==> config.mk <==
export PLATFORM = sky130hd
export DESIGN_NAME = serial_sub16
export DESIGN_NICKNAME = d
export VERILOG_FILES = /design/src/rtl/serial_sub16_pkg.sv /design/src/rtl/full_subtractor.sv /design/src/rtl/my_and.sv /design/src/rtl/my_or.sv /design/src/rtl/my_xor.sv /design/src/rtl/serial_sub16.sv
export SDC_FILE = /design/constraint.sdc
export NUM_CORES = 1
export LEC_CHECK = 0
export BUFFER_PORTS_ARGS = -buffer_cell sky130_fd_sc_hd__buf_2
export CORE_MARGIN = 2
export CORE_UTILIZATION = 48
export DETAILED_ROUTE_END_ITERATION = 7
export HOLD_SLACK_MARGIN = 0.02
export PLACE_DENSITY = 0.73
export SLEW_MARGIN = 40
export SYNTH_ARGS = -nofsm -noshare
export SYNTH_HDL_FRONTEND = slang
export SYNTH_SLANG_ARGS = --single-unit
==> constraint.sdc <==
create_clock -name clk -period 1.9 [get_ports clk]
set_input_delay 0.19 -clock clk [delete_from_list [all_inputs] [get_ports clk]]
set_output_delay 0.19 -clock clk [all_outputs]
set_load 0.1 [all_outputs]
==> src/rtl/serial_sub16_pkg.sv <==
// rtl/serial_sub16_pkg.sv - shared state encodings and default width for serial_sub16
package serial_sub16_pkg;

    localparam int WIDTH_DEFAULT = 16;

    typedef enum logic [1:0] {
        IDLE  = 2'd0,
        SHIFT = 2'd1,
        DONE  = 2'd2
    } state_t;

endpackage

==> src/rtl/full_subtractor.sv <==
// rtl/full_subtractor.sv - one-bit full subtractor built from gate primitives
module full_subtractor (
    output logic diff,
    output logic borrow_out,
    input  logic a,
    input  logic b,
    input  logic borrow_in
);

    logic a_xor_b;
    logic a_xnor_b;
    logic borrow_gen;
    logic borrow_prop;

    my_xor u_xor_ab   (.y(a_xor_b),  .a(a),       .b(b));
    my_xor u_xor_diff (.y(diff),     .a(a_xor_b), .b(borrow_in));

    // (a ^ b) & b reduces to ~a & b, so the only inverter needed is on a ^ b
    my_and u_and_gen  (.y(borrow_gen), .a(a_xor_b), .b(b));

    assign a_xnor_b = ~a_xor_b;

    my_and u_and_prop (.y(borrow_prop), .a(a_xnor_b), .b(borrow_in));
    my_or  u_or_out   (.y(borrow_out),  .a(borrow_gen), .b(borrow_prop));

endmodule

==> src/rtl/my_and.sv <==
// rtl/my_and.sv - two-input and gate primitive
module my_and (
    output logic y,
    input  logic a,
    input  logic b
);

    assign y = a & b;

endmodule

==> src/rtl/my_or.sv <==
// rtl/my_or.sv - two-input or gate primitive
module my_or (
    output logic y,
    input  logic a,
    input  logic b
);

    assign y = a | b;

endmodule

==> src/rtl/my_xor.sv <==
// rtl/my_xor.sv - two-input xor gate primitive
module my_xor (
    output logic y,
    input  logic a,
    input  logic b
);

    assign y = a ^ b;

endmodule

==> src/rtl/serial_sub16.sv <==
// rtl/serial_sub16.sv - bit-serial subtractor, one bit per clock, LSB first
module serial_sub16
    import serial_sub16_pkg::*;
#(
    parameter int WIDTH = WIDTH_DEFAULT
) (
    input  logic             clk,
    input  logic             rst,
    input  logic             start,
    input  logic [WIDTH-1:0] a,
    input  logic [WIDTH-1:0] b,
    input  logic             borrow_in,
    output logic [WIDTH-1:0] diff,
    output logic             borrow_out,
    output logic             busy,
    output logic             done
);

    localparam int CNT_W = $clog2(WIDTH);
    localparam logic [CNT_W-1:0] LAST_BIT = CNT_W'(WIDTH - 1);

    state_t state;
    state_t state_nxt;

    logic [WIDTH-1:0] a_sh;
    logic [WIDTH-1:0] b_sh;
    // holds the lower WIDTH-1 result bits; the final bit joins them on the load into diff
    logic [WIDTH-2:0] diff_sh;
    logic [CNT_W-1:0] bit_cnt;
    logic             br;
    logic             bit_diff;
    logic             bit_borrow;
    logic             last_bit;

    assign last_bit = (bit_cnt == LAST_BIT);

    full_subtractor u_fs (
        .diff       (bit_diff),
        .borrow_out (bit_borrow),
        .a          (a_sh[0]),
        .b          (b_sh[0]),
        .borrow_in  (br)
    );

    always_ff @(posedge clk or posedge rst) begin
        if (rst) begin
            state <= IDLE;
        end else begin
            state <= state_nxt;
        end
    end

    always_comb begin
        state_nxt = state;
        case (state)
            IDLE: begin
                if (start) begin
                    state_nxt = SHIFT;
                end
            end
            SHIFT: begin
                if (last_bit) begin
                    state_nxt = DONE;
                end
            end
            DONE: begin
                state_nxt = IDLE;
            end
            default: begin
                state_nxt = IDLE;
            end
        endcase
    end

    always_ff @(posedge clk or posedge rst) begin
        if (rst) begin
            a_sh       <= '0;
            b_sh       <= '0;
            diff_sh    <= '0;
            bit_cnt    <= '0;
            br         <= 1'b0;
            diff       <= '0;
            borrow_out <= 1'b0;
        end else begin
            case (state)
                IDLE: begin
                    if (start) begin
                        a_sh    <= a;
                        b_sh    <= b;
                        br      <= borrow_in;
                        bit_cnt <= '0;
                    end
                end
                SHIFT: begin
                    a_sh    <= a_sh >> 1;
                    b_sh    <= b_sh >> 1;
                    br      <= bit_borrow;
                    diff_sh <= {bit_diff, diff_sh[WIDTH-2:1]};
                    if (last_bit) begin
                        diff       <= {bit_diff, diff_sh};
                        borrow_out <= bit_borrow;
                    end else begin
                        bit_cnt <= bit_cnt + 1'b1;
                    end
                end
                default: begin
                end
            endcase
        end
    end

    assign busy = (state == SHIFT);
    assign done = (state == DONE);

endmodule

== Word level (Yosys, flattened, before mapping) ==
Cells that the tools add are included.
Storage, ports and cells
  word-level logic and storage cells: 39
  bits of input ports: 36
  register bits after elaboration: 71
Operators by class
  reductions and logical operators: 6
  bitwise operators: 6
  eq/ne operators: 6
  muxes and demuxes: 12
  add/sub/neg operators: 1
Operator list (number)
  $pmux W16 S2: 2
  $mux W16: 2
  $mux W4: 2
  $pmux W4 S2: 1
  $reduce_and A2 Y1: 3
  $add A4 B1 Y4 const B: 1
  $eq A4 B4 Y1 const B: 1
  $mux W2: 2
  $ne A2 B2 Y1 const B: 2
  $pmux W2 S2: 1
  $reduce_and A3 Y1: 1
  $and A1 B1 Y1: 2
  $eq A2 B1 Y1 const B: 1
  $eq A2 B2 Y1 const B: 1
  $logic_not A2 Y1: 1
  $ne A2 B1 Y1 const B: 1
  $pmux W1 S2: 1
  $reduce_bool A2 Y1: 1
  $xor A1 B1 Y1: 2
  $mux W1: 1
  $not A1 Y1: 1
  $or A1 B1 Y1: 1

== Logic depth before layout (Yosys ltp) ==
  word-level depth: 5
  gate-level depth with buffers: 8

== Hierarchy ==
From an unflattened synthesis, not the netlist that was laid out.
Second synthesis, totals
  cell total of the unflattened synthesis: 246
  area, all modules: 3128.0 sq um
Modules (own cells, without submodules)
  serial_sub16: instances 1, cells each 240, area an instance 3088.0 sq um
  my_xor: instances 2, cells each 1, area an instance 8.8 sq um
  my_and: instances 2, cells each 1, area an instance 6.3 sq um
  my_or: instances 1, cells each 1, area an instance 6.3 sq um
  full_subtractor: instances 1, cells each 1, area an instance 3.8 sq um

== Worst setup path before layout ==
No wires, ideal clock.
  path kind: register to output
  start: register state[0]
  end: output port done
  arrival time: 1.842 ns
  stages on the path, launching flop included: 3
  buffers on the path: 1
  required time: 1.710 ns
  path slack: -0.132 ns
  cells stage by stage: dfrtp_1 buf_4 nor2b_1
Between the ends
  word-level cells in the longest chain between the ends: 1
RTL lines
  start, declared: line serial_sub16.sv:22  | state_t state;
  start signal, assigned: line serial_sub16.sv:49  | state <= state_nxt;
  $eq A2 B2 Y1: line serial_sub16.sv:113  | assign done = (state == DONE);
  end, declared: line serial_sub16.sv:16  | output logic done
No other way between the ends.

== Final worst setup path ==
  start: register state[1]
  end: output port busy
Between the ends
  word-level cells in the longest chain between the ends: 1
RTL lines
  $eq A2 B1 Y1: line serial_sub16.sv:112  | assign busy = (state == SHIFT);
  end, declared: line serial_sub16.sv:15  | output logic busy,
No other way between the ends.

==> metrics.md <==
| Metric | Value |
|---|---|
| Post-Syn Instances | 280 |
| Clk buf depth | 2 |
| CP Launch Type | flop |
| Status | finished, final reports clean |
| Number of global-route vias before repair | 2178 |
| Fin. max-slew vios | 0 |
| Final setup TNS | 0 ns |
| First-pass GRT wire length | 9.80 mm |
| Compound-Gate Fraction of Synth Area | 0.0854 |
| Die area | 0.00723 mm² |
| Initial Util | 0.496 |
| Slew margin rel. | 0.676 |
| Depth of the CTS H-tree | 3 |
| Critical Path RT | between 1.5 and 2 ns |
| Clock latency on the worst-skew pair | 0.34 ns |
| Storage cell area | 0.00178 mm² |
| Fin area | 0.00372 mm² |
| Final worst-path cycle share | 0.920 |
| Synth Cell Area | around 0.0031 mm² |
| Core Region | roughly 0.0063 mm² |
| DP HPWL | 3.75 mm |
| Clock Sinks | 71 |
| Worst EP arrival | 1.56 ns |
| Clock skew | 0.00613 ns |
| Drt drc | 0 |
| Largest net degree at the start of global routing | slightly below 50 |
| DRT Pass-1 Iters | 4 |
| Gr ovfl total | 0 |
| Vias post-DR | ~2100 |
| Routed wire length | approximately 5.4 mm |
| Multi-input logic area | 0.00122 mm² |
| Port buffer count | 54 |
| RePlAce Congestion | between 0.7 and 0.8 |
| Per-cell routed wire length | 13.0 µm |
| TritonCTS buffer count | 9 |
| Flop and latch count out of synthesis | 71 |
| Simple-Gate Fraction of Synth Area | 0.124 |
| Layout cell share with drive strength beyond 1 | 0.290 |
| Synth cell types | 34 |
| Synth Area in XOR/XNOR | 0.00556 |
| Worst-Margin Slew | 0.490 ns |
| Fillers | 527 |
| Antenna diodes | 0 |
| RSZ-0062 raised after global routing | no |
| Number of I/O pins | 55 |
| Vias per inst | 5.08 |
| Tmin final | approximately 1.7 ns |
| Setup CP Type | flop to output pin |
| Initial antenna violation count | 0 |
| Post-Syn Area per Cell | 11.2 µm² |
| Seq/Total Area, Yosys | 0.564 |
| CP Capture Type | output pin |
| Final setup violation count | 0 |
| Gr usage total | 0.172 |
| Die X | roughly 85 µm |
| Synthesis Warnings | 0 |
| Hold Crit Class | input port to flop |
| Clk slew on worst S/H paths | around 0.07 ns |
| Dpl cell area | 0.00347 mm² |
| Nets | 373 |
| Setup bufs post-CTS | 0 |
| Die height | 85 µm |
| Adder-cell share of the synthesized area | 0.00715 |
| Rows | 29 |
| Fmax | 572 MHz |
| P&R area growth vs syn | 18.2% |
| Root Buffer | clkbuf_8 |
| Multiplexer share of the synthesized area | 0.163 |
| Post-route ant nets | 0 |
| Mapped Nets | 317 |
| CP Max Fanout | 32 |
| Max-Cap Viols | 0 |
| Final hold vios | 0 |
| Starting DRT DRC Count | 79 |
| Largest family of logic cells by synthesized area | multiplexers |
| CTS tree | built |
==> timing repair <==
item / in CTS / in global routing
gates resized for setup: 0 / 2
hold buffers: 1 / 0
endpoints found under the setup margin: 0 / 1
endpoints found under the hold margin: 10 / 0
==> worst max-delay path: stages (launching register included) <==
cell and delay, ns:
dfrtp_1 0.45, nand2b_4 0.29, inv_8 0.26, buf_12 0.21
==> per-stage QoR <==
stage / hold slack (ns) / setup slack (ns) / instances / util
after floorplan: 0.366 / 0.308 / 280 / -
after global placement: 0.162 / 0.262 / 401 / 0.546
after detailed placement: 0.158 / 0.230 / 401 / 0.546
after CTS: 0.104 / 0.0162 / 418 / 0.586
after global routing: 0.127 / 0.0699 / 418 / 0.586
final: 0.115 / 0.152 / 418 / 0.586
==> synth_stat cells (all sizes together) <==
cell type | number | area (µm²)
nand2 | 77 | 289
dfrtp | 71 | 1780
o21ai | 35 | 175
mux2i | 31 | 310
mux2 | 15 | 203
buf | 13 | 120
a21oi | 5 | 25.0
inv | 5 | 23.8
nor2b | 4 | 25.0
clkbuf | 3 | 15.0
nand3 | 3 | 20.0
nor3 | 2 | 10.0
o31ai | 2 | 15.0
xnor2 | 2 | 17.5
a221oi | 1 | 8.76
and2b | 1 | 7.51
and3 | 1 | 6.26
ha | 1 | 12.5
maj3 | 1 | 10.0
nand2b | 1 | 13.8
nor2 | 1 | 20.0
o21a | 1 | 7.51
o21bai | 1 | 11.3
o22a | 1 | 8.76
o311ai | 1 | 8.76
o31a | 1 | 8.76
==> kinds of logic after synthesis <==
| kind of cell | Yosys count |
|---|---|
| compound gates | 48 |
| simple gates | 90 |
| xor+xnor | 2 |
| buf+inv | 21 |
| flops | 71 |
| fa+ha+maj | 2 |
| mux | 46 |
==> per-layer routing <==
metal | share of wire | routed length (µm) | global-route usage
met5 | 0 | 0 | 0
met4 | 0.023 | 127 | 0.0866
met3 | 0.047 | 255 | 0.0409
met1 | 0.47 | 2560 | 0.220
met2 | 0.46 | 2500 | 0.273
==> cells in the final DEF, fill, tap and decap left out, types with 2 or more instances in the layout <==
cell type,instances
nand2_1,77
dfrtp_1,70
buf_2,53
o21ai_0,32
mux2i_1,31
clkbuf_8,12
mux2_4,9
mux2_2,6
a21oi_1,5
buf_4,5
inv_1,3
o21ai_1,3
nor2b_1,3
nand3_1,2
clkinvlp_4,2
o31ai_1,2
xnor2_1,2
nor3_1,2
bufinv_16,2
buf_12,2
==> sequential cells by signal (all words and copies together) (netlist names) <==
register    count
a_sh           16
b_sh           16
bit_cnt         4
borrow_out      1
br              1
diff           16
diff_sh        15
state           2
==> cell type report <==
cell class / count / share of cell area
sequential: 71 / 0.478
multi-input combinational: 188 / 0.329
inverter: 5 / 0.00807
tap: 77 / 0.0259
clock inverter: 4 / 0.0205
timing repair buffer: 61 / 0.0948
clock buffer: 12 / 0.0444
==> path summary, 6_finish.rpt <==
path,slack [ns],end,start,cells after the start
hold reg to reg,0.48,b_sh[8],b_sh[8],2
setup / recovery,0.15,busy,state[1],3
setup reg to reg,0.22,diff[7],bit_cnt[0],4
hold / removal,0.12,a_sh[4],a[4],3
max in group asynchronous,1.02,state[0],rst,4
min in group asynchronous,0.34,diff[13],rst,3
Power is not shown: default switching activity piles up to over one toggle a cycle in this logic, so the estimate is an artifact.
